`config.mk`:
```
export PLATFORM = sky130hd
export DESIGN_NAME = fetch_sequencer
export DESIGN_NICKNAME = d
export VERILOG_FILES = /design/src/rtl/fetch_sequencer.sv
export SDC_FILE = /design/constraint.sdc
export NUM_CORES = 1
export LEC_CHECK = 0
export CAP_MARGIN = 25
export CORE_ASPECT_RATIO = 1.75
export CORE_MARGIN = 3
export CORE_UTILIZATION = 42
export DETAILED_ROUTE_END_ITERATION = 8
export GPL_TIMING_DRIVEN = 0
export MAX_ROUTING_LAYER = met4
export PLACE_DENSITY_LB_ADDON = 0.15
export SYNTH_ARGS = -nofsm -noshare
export SYNTH_HDL_FRONTEND = slang
export SYNTH_SLANG_ARGS = --single-unit
```
`constraint.sdc`:
```
create_clock -name clock -period 6.4 [get_ports clock]
set_input_delay 0.64 -clock clock [delete_from_list [all_inputs] [get_ports clock]]
set_output_delay 0.64 -clock clock [all_outputs]
set_load 0.05 [all_outputs]
```
`src/rtl/fetch_sequencer.sv`:
```
// Instruction-fetch controller: issues sequential word reads to a 1-cycle-latency
// instruction memory and feeds decode through a 2-entry prefetch queue.
module fetch_sequencer #(
    parameter logic [31:0] RESET_PC  = 32'h0000_0000,
    parameter int          MEM_BYTES = 64
) (
    input  logic        clock,
    input  logic        reset,
    input  logic        enable,
    output logic [31:0] imem_addr,
    output logic        imem_rd_en,
    input  logic [31:0] imem_rdata,
    input  logic        redirect_valid,
    input  logic [31:0] redirect_pc,
    output logic        inst_valid,
    output logic [31:0] inst_pc,
    output logic [31:0] inst_code,
    input  logic        inst_ready,
    output logic        fault
);

    typedef enum logic [1:0] {IDLE, RUN, FAULT} state_t;

    state_t      state;
    logic [31:0] fetch_pc;
    logic [31:0] inflight_pc;
    logic        inflight;
    logic [1:0]  count;
    logic [31:0] head_pc, head_code;
    logic [31:0] tail_pc, tail_code;

    logic        pop;
    logic        push;
    logic        room;

    // 33-bit sum so addresses near the top of the 32-bit space cannot wrap into range
    function automatic logic legal(input logic [31:0] pc);
        return (pc[1:0] == 2'b00) && (({1'b0, pc} + 33'd3) < 33'(MEM_BYTES));
    endfunction

    assign imem_addr  = fetch_pc;
    assign inst_valid = (count != 2'd0);
    assign inst_pc    = head_pc;
    assign inst_code  = head_code;

    assign pop  = inst_valid && inst_ready;
    assign push = inflight;
    assign room = ({1'b0, count} + {2'b00, inflight}) < (3'd2 + {2'b00, pop});

    assign imem_rd_en = (state == RUN) && enable && !redirect_valid && legal(fetch_pc) && room;

    always_ff @(posedge clock or posedge reset) begin
        if (reset) begin
            state       <= IDLE;
            fetch_pc    <= RESET_PC;
            inflight_pc <= 32'h0;
            inflight    <= 1'b0;
            count       <= 2'd0;
            head_pc     <= 32'h0;
            head_code   <= 32'h0;
            tail_pc     <= 32'h0;
            tail_code   <= 32'h0;
            fault       <= 1'b0;
        end else if (state == IDLE) begin
            state <= RUN;
        end else if (redirect_valid) begin
            // Flush: clearing inflight makes the response arriving next cycle be dropped
            fetch_pc <= redirect_pc;
            inflight <= 1'b0;
            count    <= 2'd0;
            if (legal(redirect_pc)) begin
                state <= RUN;
                fault <= 1'b0;
            end else begin
                state <= FAULT;
                fault <= 1'b1;
            end
        end else begin
            inflight <= imem_rd_en;
            if (imem_rd_en) begin
                fetch_pc    <= fetch_pc + 32'd4;
                inflight_pc <= fetch_pc;
            end
            if (state == RUN && enable && !legal(fetch_pc)) begin
                state <= FAULT;
                fault <= 1'b1;
            end

            // Head register always holds the oldest entry; tail is used only at count 2
            case ({push, pop})
                2'b11: begin
                    if (count == 2'd1) begin
                        head_pc   <= inflight_pc;
                        head_code <= imem_rdata;
                    end else begin
                        head_pc   <= tail_pc;
                        head_code <= tail_code;
                        tail_pc   <= inflight_pc;
                        tail_code <= imem_rdata;
                    end
                end
                2'b10: begin
                    if (count == 2'd0) begin
                        head_pc   <= inflight_pc;
                        head_code <= imem_rdata;
                    end else begin
                        tail_pc   <= inflight_pc;
                        tail_code <= imem_rdata;
                    end
                    count <= count + 2'd1;
                end
                2'b01: begin
                    head_pc   <= tail_pc;
                    head_code <= tail_code;
                    count     <= count - 2'd1;
                end
                default: begin
                end
            endcase
        end
    end

endmodule

```
Word-level counts from Yosys, hierarchy flattened
Cells that the tools add are included.

word-level totals
  flip-flop bits (word level) = 198
  logic and storage cells = 81

cells by class
  add/subtract/negate cells = 7
  $lt $le $gt $ge = 3
  eq/ne operators = 8
  muxes and demuxes = 24
  bitwise gates (word level) = 2
  reductions and logical operators = 27

operator list
  cell                   count
  $mux 32                10
  $pmux 32 s3            2
  $pmux 32 s2            2
  $add 32x2->33 const B  2
  $lt 33x7->1 const B    2
  $add 32x3->32 const B  1
  $mux 2                 5
  $reduce_bool 3->1      3
  $logic_and 1x1->1      8
  $logic_not 2->1        4
  $reduce_bool 2->1      4
  $eq 2x1->1 const B     3
  $ne 2x2->1 const B     3
  $reduce_and 2->1       3
  $reduce_and 5->1       1
  $eq 2x2->1 const B     2
  $mux 1                 4
  $pmux 2 s2             1
  $reduce_and 4->1       1
  $add 2x1->3            1
  $add 2x1->3 const A    1
  $lt 3x3->1             1
  $reduce_and 3->1       1
  $add 2x1->2 const B    1
  3 further kinds        5

Logic depth before layout (Yosys ltp)
Gate-level depths: netlist of the first run.

  word-level depth = 8
  gate-level depth with buffers = 13
  depth with buffers taken out = 10

Worst setup path before layout of the first run
Ideal clock, no wire load.

  path kind = flip-flop to output port
  start point = reg fetch_pc[3] (netlist: imem_addr[3])
  end point = out imem_rd_en
  data arrival time = 3.043 ns
  required time = 5.760 ns
  slack = 2.717 ns
  cell stages (with the launch flop) = 10
  path buffers = 1
  path through = dfrtp_1 > ha_1 > nand3_2 > or4_1 > buf_2 > o21a_1 > or4b_4 > nor4_4 > nand4_1 > inv_2

between the ends
  word-level cells in the longest chain between the ends = 5

RTL lines
  what                             line  text
  start: declaration               25    logic [31:0] fetch_pc;
  start signal: assignment         68    fetch_pc <= redirect_pc;
  start signal: assignment         81    fetch_pc <= fetch_pc + 32'd4;
  $add 32x2->33                    38    return (pc[1:0] == 2'b00) && (({1'b0, pc} + 33'd3) < 33'(MEM_BYTES));
  $lt 33x7->1                      38
  $logic_and 1x1->1                38
  $logic_and 1x1->1 (2 in series)  50    assign imem_rd_en = (state == RUN) && enable && !redirect_valid && legal(fetch_pc) && room;
  end: declaration                 11    output logic imem_rd_en,

Every way passes these cells.

Worst setup path after layout of the first run
Same ends and word-level chain as after synthesis.

==> results.ini, run 1 <==
[cells_and_area]
area_delta_synth_final_pct = 29.2
multiInputGateArea_sq_mm = 0.00384
fill_cells = 1916
drive_above_1_share_pct = 11.4
antenna_cells = 0
fin_nets = 1128
fin_cells = 1350
register_area_sq_mm = 0.00495

[timing]
slew_violations = 0
worst_pin_slew_ps = 1090
fin_crit_sh_pct = 74.7
finalCriticalPeriod_ps = 4780
fmax_ghz = 0.209
finClkSkew_ps = 14.3
finalHoldViolCount = 0
setup_viol = 0
relSlewSlack_pct = 26.9
rsz0062_at_grt = no
tns_ps = 0

[detailed_routing]
routedWlPerCell_um = 18.9
num_vias = 7392
wl_met3_mm = 1.06
firstDrtPassIters = 4
drc_errors = 0
wl_mm = 25.5
topRoutingLayerUsed = met4
detail-route-antenna-nets = 0
avgViaCountPerCell = 5.48
drtIter0Drc = 451
met2_length_mm = 13.7
met1_length_mm = 9.63

[setup_path]
path_cells = ha_1 -> nand3_2 -> or4_1 -> buf_2 -> o21a_1 -> or4b_4 -> nor4_4 -> nand4_1 -> inv_2 -> clkdlybuf4s50_1
cp_slowest_cell = clkdlybuf4s50_1
reg2reg_depth = 13
crit_type = reg -> out
cp_data_arrival_time_ps = 4140
cp-start-kind = flip-flop
crit_path_start = imem_addr[3]$_DFFE_PP0P_
r2r_setup_slack_ps = 2930
r2r-end = inst_pc[6]$_DFFE_PP0P_
required_ps = 5760
cp_slowest_stage_delay_ps = 820
end_kind = primary output
crit_path_end = imem_rd_en
r2r_start = count[0]$_DFFE_PP0P_
cp_max_fo = 7

[clock_network]
tritoncts = built
cts_buffers = 17
clk_pin_slew_ps = 70
cts_root_buf = clkbuf_16
clkLatencyLatePin_ps = 430
cts_buffer_depth = 2
cts_hold_buffers = 0
htree_num_levels = 4
cts_setup_buffers = 0
clkSinkCount = 198
ctsResizeCount = 0

[synth]
synthesis.area_sq_mm = 0.00908
syn_nets = 941
ys_dominant_reg_cell = dfrtp_1
async_flop_share_pct = 100
ys_ff_latch = 198
synth_top_cell_by_area = dfrtp_1
avgSynthCellArea_sq_um = 10.5
synth_warnings = 0
seq_area_frac_synth_pct = 54.6
ys_types = 59
postSynthCellCount = 864
netlist.area_leader.share_pct = 54.6
synth-edff-count = 0
synth.area.top_cells = dfrtp_1 55%, mux2_2 8.8%, a22oi_1 5.3%

[place]
gp_congestion = 0.989
dpl.cell_count = 1319
port-buffer-count = 166
detailed_place_hpwl_mm = 18.9

[global_routing]
groute.usage.overall_pct = 22.9
gr-total-overflow = 0
grt_max_degree = 101
grt_pass1_vias = 7755
grt_first_pass_wirelength_mm = 40.5
antenna_found_initial = 0

[floorplan]
die_h_um = 200
row_count = 70
io_pins = 168
coreArea_sq_mm = 0.0211
dieWidth_um = 117
start_util_pct = 43.0
die_area_sq_mm = 0.0235

[status]
status = finished clean

[pwr]
powerDensity_mw_per_mm2 = 465
ir_drop_mv = 0.204
power_mw = 5.45
p_leak_nw = 5.03

[hold_path]
hp-class = reg -> reg
hp-start = inflight_pc[2]$_DFFE_PP0P_

[job]
cap_violations = 0

## worst min path at each step
stage          slack (ps)  cells after the start                         end
2_1_floorplan         470                      2  inflight_pc[2]$_DFFE_PP0P_
3_3_place_gp          480                      2  inflight_pc[2]$_DFFE_PP0P_
3_5_place_dp          490                      2  inflight_pc[2]$_DFFE_PP0P_
4_1_cts               510                      2  inflight_pc[2]$_DFFE_PP0P_
5_1_grt               520                      1   tail_code[22]$_DFFE_PP0P_
6_report              510                      2  inflight_pc[2]$_DFFE_PP0P_
## power by group
| part | internal [mW] | switching [mW] | total, mW | leakage, nW |
|---|---|---|---|---|
| logic | 0.810 | 1.73 | 2.54 | 2.22 |
| registers | 1.55 | 0.280 | 1.83 | 2.54 |
| clock network | 0.611 | 0.469 | 1.08 | 0.270 |
| total | 2.97 | 2.48 | 5.45 | 5.03 |
## cells in the mapped netlist (4+ instances only)
cell	number
nand4_1	19
or3_1	4
dfrtp_1	198
and2_1	30
a31oi_1	4
a22oi_1	64
inv_1	15
nor2_1	85
o21ai_1	5
mux2i_1	9
o31ai_1	4
o22ai_1	4
nand2_1	81
nor4_1	9
and3_1	5
o211ai_1	4
nor3_1	15
or4_1	9
mux2_2	71
a221oi_1	5
clkbuf_1	46
nand3_1	20
ha_1	8
or2_2	5
a21oi_1	70
o21ai_0	21
## sequential cells by signal (all words and copies together) (netlist names)
signal	flops
count	2
fault	1
imem_addr	32
inflight	1
inflight_pc	32
inst_code	32
inst_pc	32
state	2
tail_code	32
tail_pc	32
## cells in the final DEF, fill, tap and decap left out, types with 14 or more instances in the layout
cell type,instances
a21oi_1,70
a22oi_1,64
and2_1,30
clkbuf_1,47
clkbuf_16,17
clkdlybuf4s50_1,166
dfrtp_1,198
inv_1,14
mux2_2,71
nand2_1,81
nand3_1,20
nand4_1,19
nor2_1,85
nor3_1,14
o21ai_0,21
## routing by layer
metal / global-route usage [%] / vias up
met4: 11.0 / 0
met3: 3.14 / 58
li1: - / 3501
met5: - / -
met2: 40.0 / 247
met1: 24.8 / 3586
## layout make-up
| type | count | share of cell area (%) |
|---|---|---|
| tap | 288 | 3.07 |
| sequential | 198 | 42.2 |
| multi-input combinational | 596 | 32.7 |
| clock inverter | 12 | 1.32 |
| timing repair buffer | 168 | 14.4 |
| buffer | 54 | 1.98 |
| clock buffer | 18 | 3.66 |
| inverter | 16 | 0.576 |
## cell families after synthesis
family                   synth area share (%)
AO/OA/AOI/OAI                            14.3
XOR/XNOR                                0.289
adder cells (fa/ha/maj)                  1.10
buffers and inverters                    3.22
flip-flops                               54.6
multiplexers                             10.2
AND/OR/NAND/NOR                          16.4
## through the flow
| step | hold WS [ps] | setup slack, ps | util [%] | area, sq um |
|---|---|---|---|---|
| floorplan | 469 | 363 | - | 9080 |
| global placement | 484 | -2270 | 52.6 | 11100 |
| detailed placement | 495 | 2060 | 52.8 | 11100 |
| CTS | 508 | 1580 | 55.5 | 11700 |
| global route | 515 | 1430 | 55.6 | 11700 |
| finish | 507 | 1620 | 55.6 | 11700 |
## critical path: cells and delay by family, from the launching register on
family                   cells  cell delay [ps]
AND/OR/NAND/NOR              5             1600
buffers and inverters        3             1180
AO/OA/AOI/OAI                1              190
adder cells (fa/ha/maj)      1              250
flip-flops                   1              470
Power figures use the tool's default switching activity.
==> run 2: changes to the inputs <==
clock period = 3.96 ns   (was 6.4 ns; I/O delays follow)
==> run 2 against run 1 <==
Effect of this change: die area unchanged; combinational power is 63% higher; register-to-register slack worse by 2400 ps; sequential share of layout area fell by 0.24 points; non-clock buffer count grew 9; clock-buffer cell count grew 5; hold slack worse by 76 ps; core utilization is 0.35 points higher; critical endpoint unchanged.
==> results.ini, run 2 (same netlist as run 1, synthesis figures left out) <==
[detailed_routing]
topRoutingLayerUsed = met4
detail-route-antenna-nets = 0  ; unchanged
num_vias = 7444  ; +0.70%
avgViaCountPerCell = 5.47  ; -0.11%
routedWlPerCell_um = 19.1  ; +0.93%
met2_length_mm = 14.4  ; +5.0%
wl_met3_mm = 1.03  ; -3.2%
firstDrtPassIters = 5  ; +1
drtIter0Drc = 483  ; +7.1%
met1_length_mm = 9.69  ; +0.66%
drc_errors = 0  ; unchanged
wl_mm = 26.0  ; +1.8%

[setup_path]
cp_data_arrival_time_ps = 3420  ; -720 ps
cp_max_fo = 7  ; unchanged
crit_type = reg -> out
required_ps = 3560  ; -2200 ps
cp-start-kind = flip-flop
end_kind = primary output

[timing]
fin_crit_sh_pct = 96.2
timing.final.ws_setup_ps = 149  ; -1470 ps
worst_pin_slew_ps = 975  ; -112 ps
finalCriticalPeriod_ps = 3810
finClkSkew_ps = 7.75  ; -6.52 ps
rsz0062_at_grt = no
finalHoldViolCount = 0  ; unchanged
slew_violations = 0  ; unchanged
fmax_ghz = 0.262
setup_viol = 0  ; unchanged
relSlewSlack_pct = 34.6  ; +7.7 points

[pwr]
powerDensity_mw_per_mm2 = 742  ; +60%
p_leak_nw = 5.08  ; +0.98%
ir_drop_mv = 0.379  ; +86%
power_mw = 8.76  ; +61%

[status]
status = finished clean

[clock_network]
clkSinkCount = 198  ; unchanged
htree_num_levels = 4  ; unchanged
clk_pin_slew_ps = 70  ; about the same
clkLatencyLatePin_ps = 440  ; about the same
cts_buffer_depth = 2  ; unchanged
cts_root_buf = clkbuf_16
cts_buffers = 17  ; unchanged
cts_hold_buffers = 0  ; unchanged
tritoncts = built

[global_routing]
antenna_found_initial = 0  ; unchanged
groute.usage.overall_pct = 23.4  ; +0.51 points
grt_first_pass_wirelength_mm = 41.3  ; +2.0%
grt_pass1_vias = 7595  ; -2.1%
grt_max_degree = 42  ; -58%
gr-total-overflow = 0  ; unchanged

[floorplan]
die_h_um = 200  ; unchanged
start_util_pct = 43.0  ; unchanged
io_pins = 168  ; unchanged
die_area_sq_mm = 0.0235  ; unchanged
dieWidth_um = 117  ; unchanged
row_count = 70  ; unchanged
coreArea_sq_mm = 0.0211  ; unchanged

[place]
port-buffer-count = 166  ; unchanged
place_area_sq_mm = 0.0112  ; +0.62%
detailed_place_hpwl_mm = 19.6  ; +3.4%
pre_cts_ws_ps = -122  ; -2180 ps
gp_congestion = 0.989  ; about the same

[cells_and_area]
drive_above_1_share_pct = 12.1  ; +0.72 points
register_area_sq_mm = 0.00496  ; about the same
antenna_cells = 0  ; unchanged
utilization_pct = 55.9  ; +0.35 points
final_cell_mix = 196 x dfrtp_1, 165 x clkdlybuf4s50_1, 85 x nor2_1, 81 x nand2_1, 71 x mux2_2
fin_area_sq_mm = 0.0118  ; +0.63%
fin_nets = 1137  ; +0.80%
multiInputGateArea_sq_mm = 0.00384  ; unchanged
fill_cells = 1903  ; -0.68%
final_common_cell = dfrtp_1
area_delta_synth_final_pct = 30.0

[hold_path]
hp-class = in -> async

[job]
cap_violations = 0  ; unchanged

## run 2: final timing paths
path | slack [ps] | startpoint | depth (start not counted) | end
hold / removal | 430 | reset | 2 | tail_code[24]$_DFFE_PP0P_
max in group asynchronous | 2330 | reset | 5 | inflight_pc[22]$_DFFE_PP0P_
setup / recovery | 150 | imem_addr[2]$_DFFE_PP0P_ | 10 | imem_rd_en
hold reg to reg | 510 | tail_code[13]$_DFFE_PP0P_ | 1 | tail_code[13]$_DFFE_PP0P_
setup reg to reg | 530 | count[0]$_DFFE_PP0P_ | 13 | inst_pc[2]$_DFFE_PP0P_
min in group clock | 510 | tail_code[13]$_DFFE_PP0P_ | 1 | tail_code[13]$_DFFE_PP0P_
## run 2: layout make-up
cell class / count / area share [%]
plain buffers: 54 / 1.97
clock buffers: 23 / 3.79
clock inverters: 9 / 0.880
inverters: 16 / 0.541
multi-input cells: 596 / 32.5
flip-flops and latches: 198 / 42.0
well taps: 288 / 3.05
repair buffers: 177 / 15.3
## run 2: routing by layer
metal / up-vias / GRT usage (%)
li1: 3515 / -
met1: 3668 / 25.7
met2: 217 / 41.1
met3: 44 / 3.68
met4: 0 / 9.64
met5: - / -
## run 2: timing repair
item                       in CTS  in global routing
gates resized for setup         6                  2
setup endpoints to repair       1                  1
buffers inserted                0                  5
pin swaps                       0                  1
gates cloned                    0                  0
## run 2: stage by stage
step | hold WS (ps) | cells | setup TNS [ps]
2_1_floorplan | 469 | 864 | 0
6_report | 431 | 1361 | 0
3_5_place_dp | 494 | 1323 | -122
5_1_grt | 488 | 1361 | 0
3_3_place_gp | 486 | 1318 | -122410
4_1_cts | 454 | 1355 | 0
## run 2: report_power, final
group	switching (mW)	internal, mW
Clock	0.747	0.927
Combinational	2.82	1.32
Sequential	0.445	2.50
## run 2: worst max-delay path: stages (launching register included)
cell and delay, ps:
dfrtp_2 430, ha_1 220, nand3_2 160, or4_1 520, buf_2 170, o21a_1 190, or4b_4 550, nor4_4 160
nand4_1 190, inv_2 160, buf_4 220
==> run 3: changes to the inputs <==
--- a/config.mk
+++ b/config.mk
@@ -12,3 +12,2 @@
 export DETAILED_ROUTE_END_ITERATION = 8
-export GPL_TIMING_DRIVEN = 0
 export MAX_ROUTING_LAYER = met4
--- a/constraint.sdc
+++ b/constraint.sdc
@@ -3,2 +3,2 @@
 set_output_delay 0.396 -clock clock [all_outputs]
-set_load 0.05 [all_outputs]
+set_load 0.02 [all_outputs]
==> run 3 against run 2 <==
Effect of this change: fmax is 1.5% higher; hold slack worse by 230 ps; highest routed layer unchanged; sequential power hardly changed.
==> results.ini, run 3 (same netlist as run 1, synthesis figures left out) <==
[clock_network]
cts_buffer_depth = 2  ; unchanged
clkSinkCount = 198  ; unchanged
cts_hold_buffers = 0  ; unchanged
cts_setup_buffers = 0  ; unchanged
clk_pin_slew_ps = 70  ; about the same
tritoncts = built
htree_num_levels = 4  ; unchanged
clkLatencyLatePin_ps = 430  ; about the same
cts_root_buf = clkbuf_16
cts_buffers = 17  ; unchanged

[detailed_routing]
topRoutingLayerUsed = met4
detail-route-antenna-nets = 0  ; unchanged
routedWlPerCell_um = 19.2  ; +0.50%
wl_met3_mm = 1.13  ; +9.5%
num_vias = 7315  ; -1.7%
met1_length_mm = 9.48  ; -2.2%
drc_errors = 0  ; unchanged
avgViaCountPerCell = 5.53  ; +1.2%
firstDrtPassIters = 4  ; -1
met2_length_mm = 13.2  ; -7.9%
wl_mm = 25.4  ; -2.4%
drtIter0Drc = 468  ; -3.1%

[place]
port-buffer-count = 167  ; +0.60%
detailed_place_hpwl_mm = 18.3  ; -6.7%
pre_cts_ws_ps = 246  ; +368 ps
gp_congestion = 0.987  ; -0.22%

[floorplan]
coreArea_sq_mm = 0.0211  ; unchanged
start_util_pct = 43.0  ; unchanged
die_h_um = 200  ; unchanged
io_pins = 168  ; unchanged
dieWidth_um = 117  ; unchanged
row_count = 70  ; unchanged
die_area_sq_mm = 0.0235  ; unchanged

[job]
cap_violations = 0  ; unchanged

[global_routing]
antenna_found_initial = 0  ; unchanged
grt_max_degree = 114  ; +170%
grt_pass1_vias = 7484  ; -1.5%
groute.usage.overall_pct = 22.7  ; -0.73 points
gr-total-overflow = 0  ; unchanged
grt_first_pass_wirelength_mm = 40.1  ; -2.9%

[cells_and_area]
antenna_cells = 0  ; unchanged
drive_above_1_share_pct = 13.5  ; +1.4 points
fin_nets = 1100  ; -3.3%
area_delta_synth_final_pct = 29.1
fill_cells = 1893  ; -0.53%
final_cell_mix = 198 x dfrtp_1, 166 x clkdlybuf4s50_1, 85 x nor2_1, 81 x nand2_1, 71 x mux2_2
final_common_cell = dfrtp_1

[timing]
timing.final.ws_setup_ps = 204  ; +54.9 ps
hold_ws_ps = 205  ; -226 ps
tns_ps = 0  ; unchanged
rsz0062_at_grt = no
relSlewSlack_pct = 32.8  ; -1.8 points
finalCriticalPeriod_ps = 3760  ; -54.9 ps
fin_crit_sh_pct = 94.9  ; -1.4 points
fmax_ghz = 0.266  ; +1.5%
slew_violations = 0  ; unchanged
worst_pin_slew_ps = 1010  ; +32.8 ps
finalHoldViolCount = 0  ; unchanged
setup_viol = 0  ; unchanged
finClkSkew_ps = 11.4  ; +3.65 ps

[setup_path]
crit_type = reg -> out
cp_data_arrival_time_ps = 3360  ; -60 ps
reg2reg_depth = 10  ; -3
end_kind = primary output
r2r_start = imem_addr[2]$_DFFE_PP0P_
cp-start-kind = flip-flop
required_ps = 3560  ; about the same
r2r-end = imem_addr[6]$_DFFE_PP0P_
r2r_setup_slack_ps = 560  ; +30 ps
cp_max_fo = 7  ; unchanged

[status]
status = finished clean

[pwr]
p_leak_nw = 5.08  ; about the same
powerDensity_mw_per_mm2 = 661  ; -11%
ir_drop_mv = 0.315  ; -17%

[hold_path]
hp-class = in -> async

## run 3: changes by cell type in the layout (fill, tap and decap cells not counted), moves of 2 or more
cell / previous run / this run
clkinv_4: 1 / 3
clkinv_2: 4 / 2
buf_2: 4 / 0
clkbuf_1: 52 / 3
dfrtp_1: 196 / 198
buf_4: 7 / 23
dfrtp_2: 2 / 0
clkbuf_8: 0 / 3
buf_6: 3 / 0
## run 3: worst max-delay path by stage
stage | from | endpoint
after floorplan | imem_addr[3]$_DFFE_PP0P_ | inflight_pc[4]$_DFFE_PP0P_
after global placement | imem_addr[2]$_DFFE_PP0P_ | imem_rd_en
after global routing | imem_addr[2]$_DFFE_PP0P_ | imem_rd_en
after detailed placement | imem_addr[2]$_DFFE_PP0P_ | imem_rd_en
after CTS | imem_addr[2]$_DFFE_PP0P_ | imem_rd_en
final | imem_addr[2]$_DFFE_PP0P_ | imem_rd_en
## run 3: final cells by class
| cell class | count | area (sq um) | share of cell area (%) |
|---|---|---|---|
| clock inverters | 7 | 73.8 | 0.630 |
| clock buffers | 23 | 478 | 4.08 |
| flip-flops and latches | 198 | 4950 | 42.3 |
| well taps | 288 | 360 | 3.08 |
| repair buffers | 194 | 1920 | 16.4 |
| inverters | 16 | 63.8 | 0.545 |
| multi-input cells | 596 | 3860 | 33.0 |
## run 3: where the power goes
group / internal (mW) / switching (mW)
clock network: 0.912 / 0.722
logic: 1.38 / 1.81
registers: 2.50 / 0.414
## run 3: timing repair
action                                 4_1_cts  5_1_grt
setup endpoints to repair                    1        0
gates resized for setup                      2        0
endpoints found under the hold margin        0        0
## run 3: through the flow
| stage | instances | cell area [sq um] | utilization (%) | total power [mW] |
|---|---|---|---|---|
| floorplan | 864 | 9080 | - | 4.55 |
| global placement | 1292 | 11200 | 52.9 | 6.16 |
| detailed placement | 1292 | 11200 | 52.9 | 6.17 |
| CTS | 1322 | 11700 | 55.5 | 7.84 |
| global route | 1322 | 11700 | 55.5 | 8.20 |
| finish | 1322 | 11700 | 55.5 | 7.74 |
## run 3: worst max-delay path, stage by stage (launching register included)
cell and delay [ps]:
dfrtp_1 350, ha_1 210, nand3_2 180, or4_4 610
o21a_1 210, or4b_4 520, nor4_4 160, nand4_1 190
inv_2 150, dlygate4sd2_1 350
## run 3: layer usage
| metal | up-vias | track usage (%) |
|---|---|---|
| met2 | 242 | 37.9 |
| met1 | 3554 | 24.8 |
| met4 | 0 | 12.5 |
| met5 | - | - |
| met3 | 75 | 4.22 |
| li1 | 3444 | - |
